==> src/rtl/lfsr_counter_tc.sv <==
`default_nettype none
// ============================================================================
// Module   : lfsr_counter_tc
// Purpose  : Loadable XNOR Fibonacci LFSR counter with up/down stepping,
//            terminal-count compare (free-run or one-shot) and lock-up
//            detection. Define LFSR_LOCK_RECOVER_EN to have a step out of the
//            all-ones lock-up state jump to zero.
// Revision : 1.0 - initial release
// ============================================================================
module lfsr_counter_tc #(
    parameter int               WIDTH     = 8,
    parameter logic [WIDTH-1:0] POLY      = 8'hB8,
    parameter logic [WIDTH-1:0] RESET_VAL = '0
) (
    input  logic             clk,
    input  logic             rst_n,
    input  logic             load_n,
    input  logic             cen,
    input  logic             up_dn,
    input  logic [WIDTH-1:0] data,
    input  logic [WIDTH-1:0] tc_val,
    input  logic             oneshot,
    output logic [WIDTH-1:0] count,
    output logic             tc,
    output logic             done,
    output logic             lock_err
);

    localparam logic [WIDTH-1:0] c_ALL_ONES = '1;

    logic [WIDTH-1:0] r_count;
    logic             r_tc;
    logic             r_done;
    logic             r_lock_err;

    logic             w_fwd_fb;
    logic             w_bwd_msb;
    logic [WIDTH-1:0] w_fwd;
    logic [WIDTH-1:0] w_bwd;
    logic [WIDTH-1:0] w_next;
    logic             w_stuck;
    logic             w_step;
    logic             w_hit;

    // The backward bit recovers the MSB shifted out by the forward step:
    // POLY[WIDTH-1] is always a tap, so it can be solved from the feedback bit.
    assign w_fwd_fb  = ~^(r_count & POLY);
    assign w_bwd_msb = ~r_count[0] ^ (^(r_count[WIDTH-1:1] & POLY[WIDTH-2:0]));
    assign w_fwd     = {r_count[WIDTH-2:0], w_fwd_fb};
    assign w_bwd     = {w_bwd_msb, r_count[WIDTH-1:1]};
    assign w_stuck   = (r_count == c_ALL_ONES);
    assign w_step    = cen & ~(oneshot & r_done);

`ifdef LFSR_LOCK_RECOVER_EN
    assign w_next = w_stuck ? '0 : (up_dn ? w_fwd : w_bwd);
`else
    assign w_next = up_dn ? w_fwd : w_bwd;
`endif

    assign w_hit = (w_next == tc_val);

    always_ff @(posedge clk or negedge rst_n) begin
        if (!rst_n) begin
            r_count    <= RESET_VAL;
            r_tc       <= 1'b0;
            r_done     <= 1'b0;
            r_lock_err <= 1'b0;
        end else if (!load_n) begin
            r_count    <= data;
            r_tc       <= 1'b0;
            r_done     <= 1'b0;
            r_lock_err <= (data == c_ALL_ONES);
        end else if (w_step) begin
            r_count <= w_next;
            r_tc    <= w_hit;
            r_done  <= oneshot & w_hit;
`ifdef LFSR_LOCK_RECOVER_EN
            if (w_stuck) begin
                r_lock_err <= 1'b0;
            end
`endif
        end else begin
            r_tc <= 1'b0;
            // Leaving one-shot mode releases a stopped run.
            if (!oneshot) begin
                r_done <= 1'b0;
            end
        end
    end

    assign count    = r_count;
    assign tc       = r_tc;
    assign done     = r_done;
    assign lock_err = r_lock_err;

endmodule
`default_nettype wire
==> config.mk <==
export PLATFORM = sky130hd
export DESIGN_NAME = lfsr_counter_tc
export DESIGN_NICKNAME = d
export VERILOG_FILES = /design/src/rtl/lfsr_counter_tc.sv
export SDC_FILE = /design/constraint.sdc
export NUM_CORES = 1
export LEC_CHECK = 0
export BUFFER_PORTS_ARGS = -buffer_cell sky130_fd_sc_hd__buf_2
export CAP_MARGIN = 20
export CORE_UTILIZATION = 42
export CTS_CLUSTER_SIZE = 12
export DETAILED_ROUTE_END_ITERATION = 12
export GPL_ROUTABILITY_DRIVEN = 1
export HOLD_SLACK_MARGIN = 0.1
export PLACE_DENSITY = 0.75
export SLEW_MARGIN = 20
export SYNTH_ARGS = -nofsm -noshare
export SYNTH_HDL_FRONTEND = slang
export SYNTH_SLANG_ARGS = --single-unit
==> constraint.sdc <==
create_clock -name clk -period 5.1 [get_ports clk]
set_input_delay 0.255 -clock clk [delete_from_list [all_inputs] [get_ports clk]]
set_output_delay 0.255 -clock clk [all_outputs]
set_load 0.03 [all_outputs]
==> results.md, run 1 <==
- Largest net degree at the start of global routing: 18
- Pre-Repair DR Iteration Count: 3
- Top cells by count, synth: dfrtp_1 (11), xor2_1 (11), nor2_1 (9), nand2_1 (8), mux2i_1 (7)
- Number of enable flip-flop cells after synthesis: 0
- Min cycle time layout: 2.15 ns
- Vias per std cell: 5.12
- Max-slew violations: 0
- Cell Int Power: 168 uW
- Fraction of layout cells with a size suffix above 1: 0.339
- Worst-skew pair later-pin latency: ~0.26 ns
- H-tree depth: 1
- CP Max Fanout: 17
- Ports: 33
- Clock transition at path regs: roughly 0.07 ns
- Status: completed
- Cell accounting for the most synthesized area: dfrtp_1
- Area post-placement: 976 um2
- Synth async-reset ratio: 1.00
- Die width: 45.6 um
- RSZ-0062 raised after global routing: false
- CP peak stage delay: between 0.8 and 0.9 ns
- Post-DP HPWL: 1440 um
- Floorplan row count: 15
- Setup Skew: 0.00258 ns
- WS Path Type: reg2reg
- Nets: 144
- Vias: 747
- Required time worst endpoint: 5.29 ns
- # clock sinks: 11
- DR WL/cell: between 10 and 15 um
- Switching share of total power: 0.367
- CTS tree: built
- CTS Hold Bufs: 1
- Area taken by multi-input logic gates: 490 um2
- Initial Utilization: 0.457
- Global-route wire length before repair: about 3000 um
- Final hold slack: roughly 0.21 ns
- Number of port buffers: 32
- Leakage power total: 0.000496 uW
- Antenna Cells: 0
- Worst Setup SP: done$_DFFE_PN0P_
- Routed WL: ~1800 um
- Setup_tns: 0 ns
- Chip height: 45.6 um
- Final setup violation count: 0
- Initial DRC Count: 7
- Worst Tran Pin Value: between 1 and 1.5 ns
- GR Overflow Total: 0
- Critical Path End Type: flop
- Net Sw Power: ~97 uW
- Yosys warns: 0
- HP Start: data[7]
- #FFs+latches synth: 11
- Cell Count, Final, Fillers Out: about 150
- Vias in the first global route: 698
- Root Buffer: clkbuf_4
- Post_cts resized: 0
- Post-CTS Repair Setup Buffers: 0
- Largest cells by area after synthesis: dfrtp_1 (35%), xor2_1 (12%), mux2i_1 (8.8%)
- Highest-delay cell along the critical path: a21boi_1
- Top_reg_cell synth: dfrtp_1
- Global Route Usage Sum: 0.206
- Num CTS Buffers: 3
- Core region area: between 1500 and 2000 um2
- Remaining DRCs: 0
- VDD IR max: roughly 0.17 mV
- ANT nets after route: 0
- Area Overhead vs Synth: 27.0%
- MaxCap Viol Count: 0
- PD cells: 262 nW/um2
- Fmax: 465 MHz
- Crit-path cells: a21boi_1 > o221ai_1 > a2111o_1 > a21oi_1
- Filler Cells Inserted: 171
- Fin area: roughly 1000 um2
- Fin crit share: 0.422
- Yosys cell types: 25
- Post-Synthesis Cells: 87
- Routability cong.: 0.804
- Synth top area share: 0.345
- Arr. time, crit path: 2.34 ns
- Critical path launch point type: flop
- Dpl cells: 141
- Worst hold path type: in2reg
- Syn_area_per_cell: 9.16 um2
- Seq pwr share: 0.407
- Net Count, Synth: 109
- Max-slew headroom: 0.299
- Cell Area, Synth: around 800 um2
- Die area: approximately 2100 um2
- Hold Violations, Final: 0
- Initial antenna violation count: 0
- Critical R2R Launch: done$_DFFE_PN0P_
- Register Area: around 280 um2
- Combinational power share: 0.372
- Clk network pwr share: 0.221
- Sequential area share after synthesis: 0.345
- Clk buf depth: 2
[critical path, delay by kind of cell (launching register included)]
family | cells | cell delay (ns)
compound gates | 4 | 1.68
flops | 1 | 0.39
[layout make-up]
class / count / area share
tap: 25 / 0.0309
timing repair buffer: 33 / 0.168
sequential: 11 / 0.272
clock buffer: 4 / 0.0260
inverter: 5 / 0.0185
multi-input combinational: 68 / 0.485
[registers in the layout (all words and copies together) (netlist names)]
register,cells
count,8
done,1
tc,1
lock_err,1
[final timing paths]
kind	slack [ns]	depth (start not counted)	endpoint
worst min register to register	0.48	2	lock_err$_DFFE_PN0N_
worst max register to register	2.95	4	done$_DFFE_PN0P_
worst min-delay path	0.21	2	count[7]$_DFFE_PN0P_
worst max-delay path	2.95	4	done$_DFFE_PN0P_
min in group asynchronous	0.39	2	count[0]$_DFFE_PN0P_
max in group asynchronous	4.51	2	count[2]$_DFFE_PN0P_
[power by group through the flow]
stage               clock [uW]  combinational (uW)  sequential (uW)
floorplan                    0                55.0              122
global placement             0                96.4              109
detailed placement           0                98.5              110
CTS                       61.2                99.5              108
global route              64.3                 109              110
finish                    58.7                98.8              108
[cell families (layout without fill, tap and decap cells)]
| kind of cell | Yosys count | after routing | synth area share |
|---|---|---|---|
| flip-flops | 11 | 11 | 0.345 |
| multiplexers | 13 | 13 | 0.176 |
| AO/OA/AOI/OAI | 20 | 20 | 0.173 |
| AND/OR/NAND/NOR | 20 | 20 | 0.102 |
| buffers and inverters | 8 | 42 | 0.0392 |
| XOR/XNOR | 15 | 15 | 0.165 |
[cells in the final DEF, fill, tap and decap left out, types with 4 or more instances in the layout]
cell / count
dfrtp_1: 11
buf_2: 32
xor2_1: 11
xnor2_1: 4
mux2_2: 5
inv_1: 5
mux2i_1: 7
a21oi_1: 5
nor2_1: 9
nand2_1: 8
[through the flow]
stage                     total power (uW)  setup slack [ns]  utilization
after floorplan                        177              3.26            -
after global placement                 206              3.05        0.559
after detailed placement               208              3.01        0.559
after CTS                              269              2.99        0.580
after global routing                   283              2.82        0.580
final                                  266              2.95        0.580
[per-layer routing]
metal  wire length (um)  global-route usage  vias up
met5                  0                   0        -
met4                 18               0.109        0
met3                 73              0.0159        2
met2                874               0.337       19
met1                824               0.268      348
li1                   -                   -      378
Note: power is estimated with default switching activity, not from simulation.
==> run 2, diff against run 1 <==
ABC_AREA = 1   (was unset)
CORE_ASPECT_RATIO = 0.6   (was unset)
PLACE_DENSITY = 0.76   (was 0.75)
clock period = 1.79 ns   (was 5.1 ns; I/O delays follow)
==> results.md, run 2 <==
- Status: completed
- Setup_tns: 0 ns (unchanged)
- Remaining DRCs: 0 (unchanged)
- MaxCap Viol Count: 0 (unchanged)
- Required time worst endpoint: 1.94 ns (-3.35 ns)
- Num CTS Buffers: 3 (unchanged)
- Nets: 215 (+49%)
- Syn_area_per_cell: 6.18 um2 (-33%)
- Fin area: 1220 um2 (+21%)
- Root Buffer: clkbuf_8
- Fraction of layout cells with a size suffix above 1: 0.260 (-0.0784)
- Max reg flops: 8 (unchanged)
- Commonest non-fill, non-tap cells in the layout: nand2_1 (62), buf_2 (32), nand3_1 (21)
- Most frequent cell after synthesis: nand2_1
- Critical path launch point type: primary input
- Critical R2R Launch: count[4]$_DFFE_PN0P_
- Top_reg_cell synth: dfrtp_1
- Die area: 2450 um2 (+18%)
- Max-slew violations: 0 (unchanged)
- Area taken by multi-input logic gates: 566 um2 (+15%)
- CTS tree: built
- Fin crit share: 0.829
- Dpl cells: 210 (+49%)
- Routability cong.: 0.932 (+16%)
- Largest cells by area after synthesis: dfrtp_1 (29%), nand2_1 (25%), nand3_1 (11%)
- Commonest non-fill, non-tap cell in the layout: nand2_1
- # clock sinks: 11 (unchanged)
- VDD IR max: 0.390 mV (+130%)
- Antenna Cells: 0 (unchanged)
- Ports: 33 (unchanged)
- Global Route Usage Sum: 0.255 (+0.0497)
- R2R Setup Slk: 0.32 ns (-2.63 ns)
- Post-Synthesis Cells: 153 (+76%)
- Post-DP HPWL: 2280 um (+58%)
- Fmax: 674 MHz
- Routed WL: 2820 um (+57%)
- Top cells by count, synth: nand2_1 (62), nand3_1 (21), inv_1 (18), dfrtp_1 (11), nor2_1 (9)
- Critical Path End Type: flop
- Final hold slack: 0.113 ns (-0.0967 ns)
- Post-layout power: 881 uW (+230%)
- Critical Path End: count[0]$_DFFE_PN0P_
- Highest-delay cell along the critical path: dlygate4sd3_1
- Floorplan row count: 12 (-3)
- H-tree depth: 1 (unchanged)
- Clk buf depth: 2 (unchanged)
- Final setup violation count: 0 (unchanged)
- CP peak stage delay: 0.52 ns (-0.31 ns)
- WS Path Type: in2reg
- Number of enable flip-flop cells after synthesis: 0 (unchanged)
- Most frequent CP cell: inv_1
- Pre-Repair DR Iteration Count: 5 (+2)
- Worst Tran Pin Value: 0.471 ns (-0.578 ns)
- Max-slew headroom: 0.685 (+0.386)
- CP Max Fanout: 11 (-6)
- Vias in the first global route: 1016 (+46%)
- Chip height: 38.8 um (-15%)
- Crit-path cells: dlygate4sd3_1 > buf_2 > inv_1 > nor2_1 > inv_1 > o221ai_1
- Area post-placement: 1110 um2 (+14%)
- Largest net degree at the start of global routing: 13 (-5)
- RSZ-0062 raised after global routing: false
- Register Area: 275 um2 (unchanged)
- Yosys cell types: 20 (-20%)
- Leakage power total: 0.000701 uW (+41%)
- Global-route wire length before repair: 4570 um (+53%)
- Worst Setup SP: load_n
- Synth async-reset ratio: 1.00 (unchanged)
- Filler Cells Inserted: 190 (+11%)
- Cell Area, Synth: 946 um2 (+19%)
- Setup Skew: 0.00282 ns (+0.000242 ns)
- Clock transition at path regs: 0.05 ns (-0.02 ns)
- Initial antenna violation count: 0 (unchanged)
- Min cycle time layout: 1.48 ns
- Synth top area share: 0.291 (-0.0544)
- Cell accounting for the most synthesized area: dfrtp_1
- Yosys warns: 0 (unchanged)
- Hold Violations, Final: 0 (unchanged)
- Post_cts resized: 0 (unchanged)
- Net Count, Synth: 175 (+61%)
- Vias: 1170 (+57%)
- Die width: 63.3 um (+39%)
- Initial DRC Count: 87 (+80)
- Core region area: 1980 um2 (+14%)
- Worst hold path type: in2reg
- GR Overflow Total: 0 (unchanged)
- Cell Count, Final, Fillers Out: 220 (+51%)
- Area Overhead vs Synth: 29.1%
- DR WL/cell: 12.8 um (+4.5%)
- ANT nets after route: 0 (unchanged)
- #FFs+latches synth: 11 (unchanged)
- Arr. time, crit path: 1.63 ns (-0.71 ns)
- R2R depth: 11 (+7)
- R2R Path End: done$_DFFE_PN0P_
- Sequential area share after synthesis: 0.291 (-0.0544)
- Worst-skew pair later-pin latency: 0.24 ns (-0.02 ns)
- Vias per std cell: 5.32 (+3.9%)
- Initial Utilization: 0.477 (+0.0206)
- PD cells: 721 nW/um2 (+170%)
- Number of port buffers: 32 (unchanged)
[run 2: worst min-delay path by stage]
stage / slack [ns] / startpoint / cells past startpoint / to
finish: 0.11 / data[6] / 3 / count[6]$_DFFE_PN0P_
global route: 0.13 / data[4] / 3 / count[4]$_DFFE_PN0P_
CTS: 0.11 / data[6] / 3 / count[6]$_DFFE_PN0P_
global placement: -0.03 / rst_n / 1 / lock_err$_DFFE_PN0N_
floorplan: -0.21 / rst_n / 0 / count[0]$_DFFE_PN0P_
detailed placement: -0.02 / rst_n / 1 / lock_err$_DFFE_PN0N_
[run 2: final cells by class]
cell class | count | share of cell area
Inverter | 21 | 0.0645
Clock inverter | 1 | 0.00410
Clock buffer | 3 | 0.0338
Multi-Input combinational cell | 118 | 0.463
Tap cell | 28 | 0.0287
Sequential cell | 11 | 0.225
Timing Repair Buffer | 38 | 0.180
[run 2: cell families (layout without fill, tap and decap cells)]
logic type	Yosys count	after routing	synth area share
buf+inv	24	63	0.111
simple gates	106	106	0.499
xor+xnor	1	1	0.00926
flops	11	11	0.291
compound gates	11	11	0.0900
[run 2: metal layers]
layer,global-route usage,vias up,part of all wire
li1,-,569,-
met1,0.320,526,0.44
met2,0.462,69,0.44
met3,0.0647,6,0.11
met4,0.0341,0,0.012
met5,0,-,0
[run 2: where the power goes]
group	internal [uW]	total (uW)	switching, uW
clock	153	254	100
combinational	112	329	218
sequential	270	298	28.4
[run 2: per-stage QoR]
step                utilization  worst slack, ns
CTS                       0.616            0.328
global placement          0.563            0.379
detailed placement        0.563            0.350
finish                    0.616            0.306
floorplan                     -            0.367
global route              0.616            0.183
[run 2: critical path, delay by kind of cell]
family / cells / cell delay, ns
AOI/OAI and AO/OA: 1 / 0.19
buffers and inverters: 4 / 0.91
and+or+nand+nor: 1 / 0.43
[run 2: repair_timing]
item | CTS | global route
endpoints found under the hold margin | 16 | 0
hold buffers | 6 | 0
setup buffers | 0 | 0
endpoints found under the setup margin | 0 | 0
==> run 3, diff against run 2 <==
ABC_AREA = 0   (was 1)
CORE_ASPECT_RATIO = unset   (was 0.6)
PLACE_DENSITY = 0.75   (was 0.76)
clock period = 1.5 ns   (was 1.79 ns; I/O delays follow)
==> results.md, run 3 (synthesized netlist as in run 1, its figures left out) <==
- ANT nets after route: 0 (unchanged)
- Clock transition at path regs: 0.07 ns (+0.02 ns)
- Min cycle time layout: 1.63 ns
- H-tree depth: 1 (unchanged)
- RSZ-0062 raised after global routing: true
- Cell Int Power: 649 uW (+21%)
- Global Route Usage Sum: 0.241 (-0.0147)
- Clk buf depth: 2 (unchanged)
- Seq pwr share: 0.348 (+0.010)
- Commonest non-fill, non-tap cells in the layout: buf_2 (32), buf_4 (14), xor2_1 (10), dlygate4sd3_1 (10), nor2_1 (9)
- Ports: 33 (unchanged)
- Area taken by multi-input logic gates: 515 um2 (-8.8%)
- Area Overhead vs Synth: 55.1%
- Initial antenna violation count: 0 (unchanged)
- Clk network pwr share: 0.202 (-0.086)
- Post-layout power: 1010 uW (+15%)
- Vias per std cell: 4.95 (-7.0%)
- Required time worst endpoint: 1.70 ns (-0.24 ns)
- DR WL/cell: 13.0 um (+1.2%)
- Floorplan row count: 15 (+3)
- Initial DRC Count: 7 (-92%)
- R2R Setup Slk: -0.13 ns (-0.45 ns)
- Global-route wire length before repair: 3530 um (-23%)
- Num CTS Buffers: 3 (unchanged)
- Routability cong.: 0.789 (-15%)
- Register Area: 279 um2 (+1.4%)
- Setup slack at placement: -0.155 ns (-0.505 ns)
- Highest-delay cell along the critical path: dfrtp_2
- Commonest non-fill, non-tap cell in the layout: buf_2
- Leakage power total: 0.000606 uW (-14%)
- VDD IR max: 0.579 mV (+48%)
- Largest net degree at the start of global routing: 15 (+2)
- Max-slew violations: 0 (unchanged)
- Worst-skew pair later-pin latency: 0.27 ns (+0.03 ns)
- Vias in the first global route: 811 (-20%)
- # clock sinks: 11 (unchanged)
- Antenna Cells: 0 (unchanged)
- Pre-Repair DR Iteration Count: 4 (-1)
- Worst hold path type: in2reg
- Switching share of total power: 0.358 (-0.0346)
- Filler Cells Inserted: 136 (-28%)
- Net Sw Power: 362 uW (+4.7%)
- Status: finished with violations
- CP Max Fanout: 3 (-8)
- Fraction of layout cells with a size suffix above 1: 0.431 (+0.170)
- CP peak stage delay: 0.44 ns (-0.08 ns)
- GR Overflow Total: 0 (unchanged)
- CTS tree: built
- Initial Utilization: 0.457 (-0.0206)
- Fin crit share: 1.09
- Critical Path End Type: flop
- Setup WS post-layout: -0.134 ns (-0.440 ns)
- Fmax: 612 MHz
- Number of port buffers: 32 (unchanged)
- Max reg flops: 8 (unchanged)
- Max-slew headroom: 0.777 (+0.0925)
- Root Buffer: clkbuf_4
- Arr. time, crit path: 1.83 ns (+0.20 ns)
- Final setup violation count: 3 (+3)
- Vias: 836 (-29%)
- Routed WL: 2190 um (-22%)
- Die area: 2080 um2 (-15%)
- Remaining DRCs: 0 (unchanged)
- Dpl cells: 155 (-26%)
- Nets: 167 (-22%)
- Core region area: 1750 um2 (-12%)
- Post-CTS Repair Setup Buffers: 0 (unchanged)
- Setup_tns: -0.302 ns (-0.302 ns)
- Setup Skew: 0.00136 ns (-0.00147 ns)
- Die width: 45.6 um (-28%)
- Chip height: 45.6 um (+18%)
- Violated checks: setup timing
- Fin util: 0.708 (+0.0921)
- Hold Violations, Final: 0 (unchanged)
- Post-DP HPWL: 1610 um (-29%)
- Buf+Inv Stages, Crit Path: 0 (-4)
- Worst Tran Pin Value: 0.333 ns (-0.138 ns)
- Combinational power share: 0.450 (+0.076)
- MaxCap Viol Count: 0 (unchanged)
- Delay-heaviest family, CP: compound AO/OA/AOI/OAI gates
- Cell Count, Final, Fillers Out: 169 (-23%)
- WS Path Type: reg2reg
- PD cells: 818 nW/um2 (+13%)
- Crit-path cells: xnor2_2 > mux2i_2 > xnor2_1 > a2111o_1 > a21oi_1
- Critical path launch point type: flop
[run 3: cell count changes in the layout (fill, tap and decap cells not counted), sizes merged, moves of 4 or more]
cell | previous run | this run
nand3 | 21 | 1
dlygate4sd3 | 6 | 10
xor2 | 1 | 11
nand2 | 70 | 8
mux2 | 0 | 5
inv | 21 | 5
a21oi | 1 | 5
xnor2 | 0 | 4
buf | 32 | 46
mux2i | 0 | 8
[run 3: stage by stage]
step	hold slack [ns]	area [um2]
global route	0.145	1240
detailed placement	-0.0361	1090
finish	0.129	1240
global placement	-0.0416	1090
CTS	0.117	1220
floorplan	-0.221	808
[run 3: area by class of cell]
class | count | share of cell area
repair buffers | 56 | 0.296
inverters | 5 | 0.0152
multi-input cells | 68 | 0.417
well taps | 25 | 0.0253
flip-flops and latches | 11 | 0.226
clock buffers | 4 | 0.0213
[run 3: worst paths after layout]
kind,endpoint,from,cells after the start
max in group asynchronous,count[5]$_DFFE_PN0P_,rst_n,2
min reg2reg,lock_err$_DFFE_PN0N_,lock_err$_DFFE_PN0N_,2
min in group asynchronous,count[7]$_DFFE_PN0P_,rst_n,2
min,done$_DFFE_PN0P_,load_n,3
max,done$_DFFE_PN0P_,count[5]$_DFFE_PN0P_,5
max reg2reg,done$_DFFE_PN0P_,count[5]$_DFFE_PN0P_,5
[run 3: worst register-to-register path, stage by stage (launching register included)]
cell and delay [ns]:
dfrtp_2 0.44, xnor2_2 0.23, mux2i_2 0.28, xnor2_1 0.09, a2111o_1 0.41, a21oi_1 0.13
[run 3: repair_timing]
action | in CTS | in global routing
hold buffers | 10 | 0
gates resized for setup | 1 | 3
hold endpoints to repair | 21 | 0
endpoints found under the setup margin | 3 | 8
pin swaps | 3 | 0
[run 3: power by group through the flow]
stage          clock, uW  combinational, uW  sequential (uW)
2_1_floorplan          0                191              420
3_3_place_gp           0                415              356
3_5_place_dp           0                421              358
4_1_cts              210                444              352
5_1_grt              222                496              355
6_report             204                455              352
[run 3: layer usage]
metal  GRT usage  wire (um)
met3      0.0119         76
met4       0.115         10
met5           0          0
met2       0.397       1150
met1       0.320        953
